$ cat src/rtl/mem_arb_pkg.sv
// Shared encodings for the I/D cache memory-port arbiter.
package mem_arb_pkg;

  localparam logic [1:0] IDLE    = 2'd0;
  localparam logic [1:0] GRANT_I = 2'd1;
  localparam logic [1:0] GRANT_D = 2'd2;
  localparam logic [1:0] RELEASE = 2'd3;

  localparam logic REQ_I = 1'b0;
  localparam logic REQ_D = 1'b1;

  typedef enum logic [1:0] {
    S_IDLE    = IDLE,
    S_GRANT_I = GRANT_I,
    S_GRANT_D = GRANT_D,
    S_RELEASE = RELEASE
  } state_t;

endpackage

$ cat src/rtl/mem_arbiter_if.sv
// Bundle of the I-cache, D-cache and memory-side signals of the arbiter.
// Handshake: a requester raises enable with write/addr/data stable and holds it
// until it sees a one-cycle ack; the ack alone qualifies the read data.
interface mem_arbiter_if #(
  parameter int ADDR_W = 32,
  parameter int LINE_W = 256
);
  logic              i_enable_i;
  logic              i_write_i;
  logic [ADDR_W-1:0] i_addr_i;
  logic [LINE_W-1:0] i_data_i;
  logic              i_ack_o;
  logic [LINE_W-1:0] i_data_o;
  logic              d_enable_i;
  logic              d_write_i;
  logic [ADDR_W-1:0] d_addr_i;
  logic [LINE_W-1:0] d_data_i;
  logic              d_ack_o;
  logic [LINE_W-1:0] d_data_o;
  logic              mem_enable_o;
  logic              mem_write_o;
  logic [ADDR_W-1:0] mem_addr_o;
  logic [LINE_W-1:0] mem_data_o;
  logic              mem_ack_i;
  logic [LINE_W-1:0] mem_data_i;
  logic              busy_o;
  logic              err_o;
  logic [1:0]        dbg_state_o;

  // slave = the arbiter itself; master = caches and memory around it
  modport slave (
    input  i_enable_i, i_write_i, i_addr_i, i_data_i,
    input  d_enable_i, d_write_i, d_addr_i, d_data_i,
    input  mem_ack_i, mem_data_i,
    output i_ack_o, i_data_o, d_ack_o, d_data_o,
    output mem_enable_o, mem_write_o, mem_addr_o, mem_data_o,
    output busy_o, err_o, dbg_state_o
  );

  modport master (
    output i_enable_i, i_write_i, i_addr_i, i_data_i,
    output d_enable_i, d_write_i, d_addr_i, d_data_i,
    output mem_ack_i, mem_data_i,
    input  i_ack_o, i_data_o, d_ack_o, d_data_o,
    input  mem_enable_o, mem_write_o, mem_addr_o, mem_data_o,
    input  busy_o, err_o, dbg_state_o
  );

endinterface

$ cat src/rtl/mem_arb_watchdog.sv
// Grant watchdog: clears between grants, counts un-acked grant cycles and
// flags the cycle in which the count would reach TIMEOUT (0 disables it).
module mem_arb_watchdog #(
  parameter int TIMEOUT = 1023,
  parameter int CNT_W   = 10
) (
  input  logic clk_i,
  input  logic rst_i,
  input  logic i_clr,
  input  logic i_inc,
  output logic o_timeout
);

  localparam logic [CNT_W-1:0] LP_MAX  = CNT_W'(TIMEOUT);
  localparam logic [CNT_W-1:0] LP_LAST = CNT_W'((TIMEOUT == 0) ? 0 : TIMEOUT - 1);

  logic [CNT_W-1:0] r_cnt;

  always_ff @(posedge clk_i or negedge rst_i) begin
    if (!rst_i) begin
      r_cnt <= '0;
    end else if (i_clr) begin
      r_cnt <= '0;
    end else if (i_inc && (r_cnt != LP_MAX)) begin
      r_cnt <= r_cnt + CNT_W'(1);
    end
  end

  assign o_timeout = (TIMEOUT != 0) && i_inc && (r_cnt == LP_LAST);

endmodule

$ cat src/rtl/mem_arbiter.sv
// Round-robin arbiter sharing one 256-bit line memory port between the
// instruction and data caches, with a one-cycle release gap and a watchdog.
module mem_arbiter
  import mem_arb_pkg::*;
#(
  parameter int ADDR_W  = 32,
  parameter int LINE_W  = 256,
  parameter int TIMEOUT = 1023,
  parameter int CNT_W   = 10
) (
  input logic          clk_i,
  input logic          rst_i,
  mem_arbiter_if.slave bus
);

  state_t r_state;
  state_t w_next;
  logic   r_last_grant;
  logic   w_last_next;
  logic   r_err;
  logic   w_set_err;
  logic   w_busy;
  logic   w_sel_d;
  logic   w_req_en;
  logic   w_timeout;

  always_ff @(posedge clk_i or negedge rst_i) begin
    if (!rst_i) begin
      r_state      <= S_IDLE;
      r_last_grant <= REQ_I;
      r_err        <= 1'b0;
    end else begin
      r_state      <= w_next;
      r_last_grant <= w_last_next;
      r_err        <= r_err | w_set_err;
    end
  end

  assign w_busy   = (r_state == S_GRANT_I) || (r_state == S_GRANT_D);
  assign w_sel_d  = (r_state == S_GRANT_D);
  assign w_req_en = w_sel_d ? bus.d_enable_i : bus.i_enable_i;

  mem_arb_watchdog #(
    .TIMEOUT (TIMEOUT),
    .CNT_W   (CNT_W)
  ) u_watchdog (
    .clk_i     (clk_i),
    .rst_i     (rst_i),
    .i_clr     (!w_busy),
    .i_inc     (w_busy && !bus.mem_ack_i),
    .o_timeout (w_timeout)
  );

  always_comb begin
    w_next      = r_state;
    w_last_next = r_last_grant;
    w_set_err   = 1'b0;
    case (r_state)
      S_IDLE: begin
        // On a tie the requester that did not win last time goes first.
        if (bus.i_enable_i && bus.d_enable_i) begin
          if (r_last_grant == REQ_I) begin
            w_next      = S_GRANT_D;
            w_last_next = REQ_D;
          end else begin
            w_next      = S_GRANT_I;
            w_last_next = REQ_I;
          end
        end else if (bus.i_enable_i) begin
          w_next      = S_GRANT_I;
          w_last_next = REQ_I;
        end else if (bus.d_enable_i) begin
          w_next      = S_GRANT_D;
          w_last_next = REQ_D;
        end
      end
      S_GRANT_I, S_GRANT_D: begin
        if (bus.mem_ack_i || !w_req_en) begin
          w_next = S_RELEASE;
        end else if (w_timeout) begin
          w_next    = S_RELEASE;
          w_set_err = 1'b1;
        end
      end
      S_RELEASE: w_next = S_IDLE;
      default:   w_next = S_IDLE;
    endcase
  end

  always_comb begin
    bus.mem_enable_o = 1'b0;
    bus.mem_write_o  = 1'b0;
    bus.mem_addr_o   = {ADDR_W{1'b0}};
    bus.mem_data_o   = {LINE_W{1'b0}};
    bus.i_ack_o      = 1'b0;
    bus.d_ack_o      = 1'b0;
    if (w_busy) begin
      bus.mem_enable_o = w_req_en;
      bus.mem_write_o  = w_req_en & (w_sel_d ? bus.d_write_i : bus.i_write_i);
      bus.mem_addr_o   = w_sel_d ? bus.d_addr_i : bus.i_addr_i;
      bus.mem_data_o   = w_sel_d ? bus.d_data_i : bus.i_data_i;
      bus.i_ack_o      = !w_sel_d & bus.mem_ack_i;
      bus.d_ack_o      = w_sel_d & bus.mem_ack_i;
    end
  end

  assign bus.i_data_o    = bus.mem_data_i;
  assign bus.d_data_o    = bus.mem_data_i;
  assign bus.busy_o      = w_busy;
  assign bus.err_o       = r_err;
  assign bus.dbg_state_o = r_state;

endmodule

$ cat src/flat_wrapper.sv
// flat-port wrapper written by rule: the top's interface ports become plain ports
module mem_arbiter_flat import mem_arb_pkg::*;
#(
  parameter int ADDR_W  = 32,
  parameter int LINE_W  = 256,
  parameter int TIMEOUT = 1023,
  parameter int CNT_W   = 10
)
  (clk_i, rst_i, bus_i_enable_i, bus_i_write_i, bus_i_addr_i, bus_i_data_i, bus_d_enable_i, bus_d_write_i, bus_d_addr_i, bus_d_data_i, bus_mem_ack_i, bus_mem_data_i, bus_i_ack_o, bus_i_data_o, bus_d_ack_o, bus_d_data_o, bus_mem_enable_o, bus_mem_write_o, bus_mem_addr_o, bus_mem_data_o, bus_busy_o, bus_err_o, bus_dbg_state_o);
  mem_arbiter_if #(.ADDR_W(ADDR_W), .LINE_W(LINE_W)) bus_i ();
  input logic clk_i;
  input logic rst_i;
  input wire logic [$bits(bus_i.i_enable_i)-1:0] bus_i_enable_i;
  input wire logic [$bits(bus_i.i_write_i)-1:0] bus_i_write_i;
  input wire logic [$bits(bus_i.i_addr_i)-1:0] bus_i_addr_i;
  input wire logic [$bits(bus_i.i_data_i)-1:0] bus_i_data_i;
  input wire logic [$bits(bus_i.d_enable_i)-1:0] bus_d_enable_i;
  input wire logic [$bits(bus_i.d_write_i)-1:0] bus_d_write_i;
  input wire logic [$bits(bus_i.d_addr_i)-1:0] bus_d_addr_i;
  input wire logic [$bits(bus_i.d_data_i)-1:0] bus_d_data_i;
  input wire logic [$bits(bus_i.mem_ack_i)-1:0] bus_mem_ack_i;
  input wire logic [$bits(bus_i.mem_data_i)-1:0] bus_mem_data_i;
  output wire logic [$bits(bus_i.i_ack_o)-1:0] bus_i_ack_o;
  output wire logic [$bits(bus_i.i_data_o)-1:0] bus_i_data_o;
  output wire logic [$bits(bus_i.d_ack_o)-1:0] bus_d_ack_o;
  output wire logic [$bits(bus_i.d_data_o)-1:0] bus_d_data_o;
  output wire logic [$bits(bus_i.mem_enable_o)-1:0] bus_mem_enable_o;
  output wire logic [$bits(bus_i.mem_write_o)-1:0] bus_mem_write_o;
  output wire logic [$bits(bus_i.mem_addr_o)-1:0] bus_mem_addr_o;
  output wire logic [$bits(bus_i.mem_data_o)-1:0] bus_mem_data_o;
  output wire logic [$bits(bus_i.busy_o)-1:0] bus_busy_o;
  output wire logic [$bits(bus_i.err_o)-1:0] bus_err_o;
  output wire logic [$bits(bus_i.dbg_state_o)-1:0] bus_dbg_state_o;
  assign bus_i.i_enable_i = bus_i_enable_i;
  assign bus_i.i_write_i = bus_i_write_i;
  assign bus_i.i_addr_i = bus_i_addr_i;
  assign bus_i.i_data_i = bus_i_data_i;
  assign bus_i.d_enable_i = bus_d_enable_i;
  assign bus_i.d_write_i = bus_d_write_i;
  assign bus_i.d_addr_i = bus_d_addr_i;
  assign bus_i.d_data_i = bus_d_data_i;
  assign bus_i.mem_ack_i = bus_mem_ack_i;
  assign bus_i.mem_data_i = bus_mem_data_i;
  assign bus_i_ack_o = bus_i.i_ack_o;
  assign bus_i_data_o = bus_i.i_data_o;
  assign bus_d_ack_o = bus_i.d_ack_o;
  assign bus_d_data_o = bus_i.d_data_o;
  assign bus_mem_enable_o = bus_i.mem_enable_o;
  assign bus_mem_write_o = bus_i.mem_write_o;
  assign bus_mem_addr_o = bus_i.mem_addr_o;
  assign bus_mem_data_o = bus_i.mem_data_o;
  assign bus_busy_o = bus_i.busy_o;
  assign bus_err_o = bus_i.err_o;
  assign bus_dbg_state_o = bus_i.dbg_state_o;
  mem_arbiter #(.ADDR_W(ADDR_W), .LINE_W(LINE_W), .TIMEOUT(TIMEOUT), .CNT_W(CNT_W)) u_core (.clk_i(clk_i), .rst_i(rst_i), .bus(bus_i));
endmodule
$ cat config.mk
export PLATFORM = sky130hd
export DESIGN_NAME = mem_arbiter_flat
export DESIGN_NICKNAME = d
export VERILOG_FILES = /design/src/rtl/mem_arb_pkg.sv /design/src/rtl/mem_arbiter_if.sv /design/src/rtl/mem_arb_watchdog.sv /design/src/rtl/mem_arbiter.sv /design/src/flat_wrapper.sv
export SDC_FILE = /design/constraint.sdc
export NUM_CORES = 1
export LEC_CHECK = 0
export ABC_CLOCK_PERIOD_IN_PS = 2900
export BUFFER_PORTS_ARGS = -buffer_cell sky130_fd_sc_hd__buf_4
export CAP_MARGIN = 25
export CORE_AREA = 2 2 639 641
export CTS_CLUSTER_SIZE = 28
export DETAILED_ROUTE_END_ITERATION = 10
export DIE_AREA = 0 0 641 643
export PLACE_DENSITY = 0.3
export SKIP_CTS_REPAIR_TIMING = 1
export SYNTH_ARGS = -nofsm -noshare
export SYNTH_HDL_FRONTEND = slang
export SYNTH_SLANG_ARGS = --single-unit
$ cat constraint.sdc
create_clock -name clk_i -period 2.9 [get_ports clk_i]
set_clock_uncertainty 0.1 [all_clocks]
set_input_delay 0.58 -clock clk_i [delete_from_list [all_inputs] [get_ports clk_i]]
set_output_delay 0.58 -clock clk_i [all_outputs]
set_load 0.005 [all_outputs]
==> metrics <==
H-tree level count 1; cell area after synthesis 8980 sq um; RSZ-0062 raised after global routing true; antenna violations before repair 219; top cell type's share of synthesized area 0.429; die area 412000 sq um; Num CTS Buffers 3; Die H 643 microns; outcome finished, violations left; Area after DPL 19700 sq um; failing checks setup timing; vias post-DR 12172; worst hold path type input port to async pin; post-route ant nets 0; CP top delay family buffers and inverters; CP arrival 2340 ps; gpl congestion 0.780; Max stage delay on crit path 460 ps; WP buf/inv 6; clock-pin slew on the worst setup and hold paths 50 ps; clk sinks 14; FF/Latch Area 350 sq um; syn_nets 2085; CTS tree done; Final TNS setup -579 ps; Area contributors post-synth buf_4 43%, mux2i_1 32%, nor2_1 12%; Slew headroom 0.402; Core Rows 234; asr flop ratio synth 1.00; crit start category flip-flop; post-synthesis cell count 1241; CP Max Fanout 11; LEAKAGE 7.82 nW; DR iter-0 viols 662; worst-skew pair later-pin latency 240 ps; crit-path cells inv_2 -> ha_4 -> buf_16 -> buf_4 -> buf_12 -> clkbuf_16 -> mux2i_4 -> nor2_1 -> buf_4; maximum vdd drop 0.615 mV; Wirelength per Cell 42.0 microns; Net count, final 2561; area of the multi-input gates 5940 sq um; Setup-failing EPs final 16; CP Class flip-flop to output port; total track usage 0.137; FILL cells 48133; Clock Tree Root clkbuf_16; post-DP HPWL 286000 microns; Crit-path slowest cell mux2i_4; Core Footprint 405000 sq um; Worst Tran Pin Value 878 ps; Syn Area/Cell 7.23 sq um; Via density 1.70; Final Max Slew Viols 0; final WL 301000 microns; Cell variety after synth 34; GR Overflow Total 0; EDFF count, synth 0; io pins 1647; initial core utilization 0.0222; fin area 22200 sq um; Primary FF master, synth dfrtp_1; fin crit period 3020 ps; pwr dens 1160 nW/um^2; port buffer count 878; first-pass GRT wire length 320000 microns; Syn. warnings 0; vias in the first global route 11587; maximum clock path buffer count 2; flops & latches, synth 14; Layout area overhead 147%; layout cells sized above 1 0.716; max-cap viol count 0; fin worst setup slack -118 ps; WP data required 2220 ps; period utilization 1.04; maximum clock frequency 331 MHz; endpoint class of the critical path output port; Final Hold Viols 0; Synth area leader buf_4; Top cell by count, worst path buf_4; post-synthesis sequential area ratio 0.0390; largest net degree at the start of global routing 68; DIE WIDTH 641 microns; First-pass DRT Iterations 5; DR DRC count 0
-- layout make-up --
| type | count | share of cell area |
|---|---|---|
| clock buffers | 4 | 0.00400 |
| flip-flops and latches | 14 | 0.0158 |
| multi-input cells | 642 | 0.267 |
| repair inverters | 1 | 0.000394 |
| diodes | 23 | 0.00259 |
| inverters | 6 | 0.00175 |
| repair buffers | 1049 | 0.403 |
| well taps | 5428 | 0.306 |
-- through the flow --
| stage | total power [mW] | std cells | utilization | setup slack [ps] | hold slack [ps] |
|---|---|---|---|---|---|
| 2_1_floorplan | 6.46 | 1241 | - | 648 | 184 |
| 6_report | 25.8 | 7167 | 0.0548 | -118 | 90.7 |
| 4_1_cts | 23.0 | 7084 | 0.0488 | -625 | 100 |
| 3_3_place_gp | 21.4 | 6996 | 0.0460 | -1060 | 358 |
| 3_5_place_dp | 22.7 | 7080 | 0.0486 | -359 | 358 |
| 5_1_grt | 28.0 | 7150 | 0.0547 | -130 | 101 |
-- routing by layer --
layer / routed length (microns) / vias to the layer above / GRT usage
met5: 726 / - / 0.00199
met2: 129000 / 1909 / 0.215
li1: - / 4513 / -
met4: 9340 / 100 / 0.0238
met3: 76700 / 522 / 0.164
met1: 85000 / 5128 / 0.112
-- sequential cells by signal, summed over array words and instances, names as in the netlist --
name,flops
u_core.u_watchdog.r_cnt,10
u_core.r_last_grant,1
u_core.bus.err_o,1
u_core.bus.dbg_state_o,2
-- layout by cell type (no fill, tap or decap), types with 3 or more instances in the layout --
cell type / n
nand4_1: 4
inv_1: 4
a31oi_1: 4
mux2i_1: 147
o21ai_0: 6
nand2_1: 5
dfrtp_1: 14
ha_1: 3
mux2i_4: 99
buf_8: 17
a21oi_1: 3
buf_4: 920
nor2_1: 274
buf_16: 14
mux2i_2: 45
buf_6: 72
xor2_1: 3
clkbuf_16: 16
diode_2: 23
buf_12: 13
nor2_2: 21
-- kinds of logic after synthesis --
family	count (synthesis)	share of synthesized area
flip-flops	14	0.0390
adder cells (fa/ha/maj)	5	0.00697
AO/OA/AOI/OAI	19	0.0160
XOR/XNOR	5	0.00488
AND/OR/NAND/NOR	321	0.141
buffers and inverters	585	0.466
multiplexers	292	0.326
-- cell usage after synthesis, drive strengths merged, types with 2 or more instances --
library cell  instances
a21oi                 3
a31oi                 4
and4                  2
buf                 568
clkbuf               11
dfrtp                14
ha                    5
inv                   6
mux2i               291
nand2                 5
nand3                 2
nand4                 4
nor2                296
nor3                  3
o2111ai               2
o21ai                 6
or3                   2
xnor2                 2
xor2                  3
-- power breakdown --
group / internal, mW / switching [mW] / total, mW
Sequential: 0.230 / 0.0346 / 0.265
Clock: 0.209 / 0.0850 / 0.294
Combinational: 9.97 / 15.3 / 25.3
Total: 10.4 / 15.4 / 25.8
-- worst paths after layout --
path	from	endpoint	slack, ps	cells after the start
hold / removal	rst_i	u_core.u_watchdog.r_cnt[6]	90	1
hold reg to reg	u_core.r_last_grant	u_core.r_last_grant	390	1
max in group asynchronous	rst_i	u_core.bus.dbg_state_o[0]	2420	1
setup / recovery	u_core.bus.dbg_state_o[0]	bus_mem_data_o[134]	-120	9
setup reg to reg	u_core.bus.dbg_state_o[0]	u_core.bus.dbg_state_o[0]	180	8
min in group clk_i	u_core.r_last_grant	u_core.r_last_grant	390	1
Note: power is estimated with default switching activity, not from simulation.
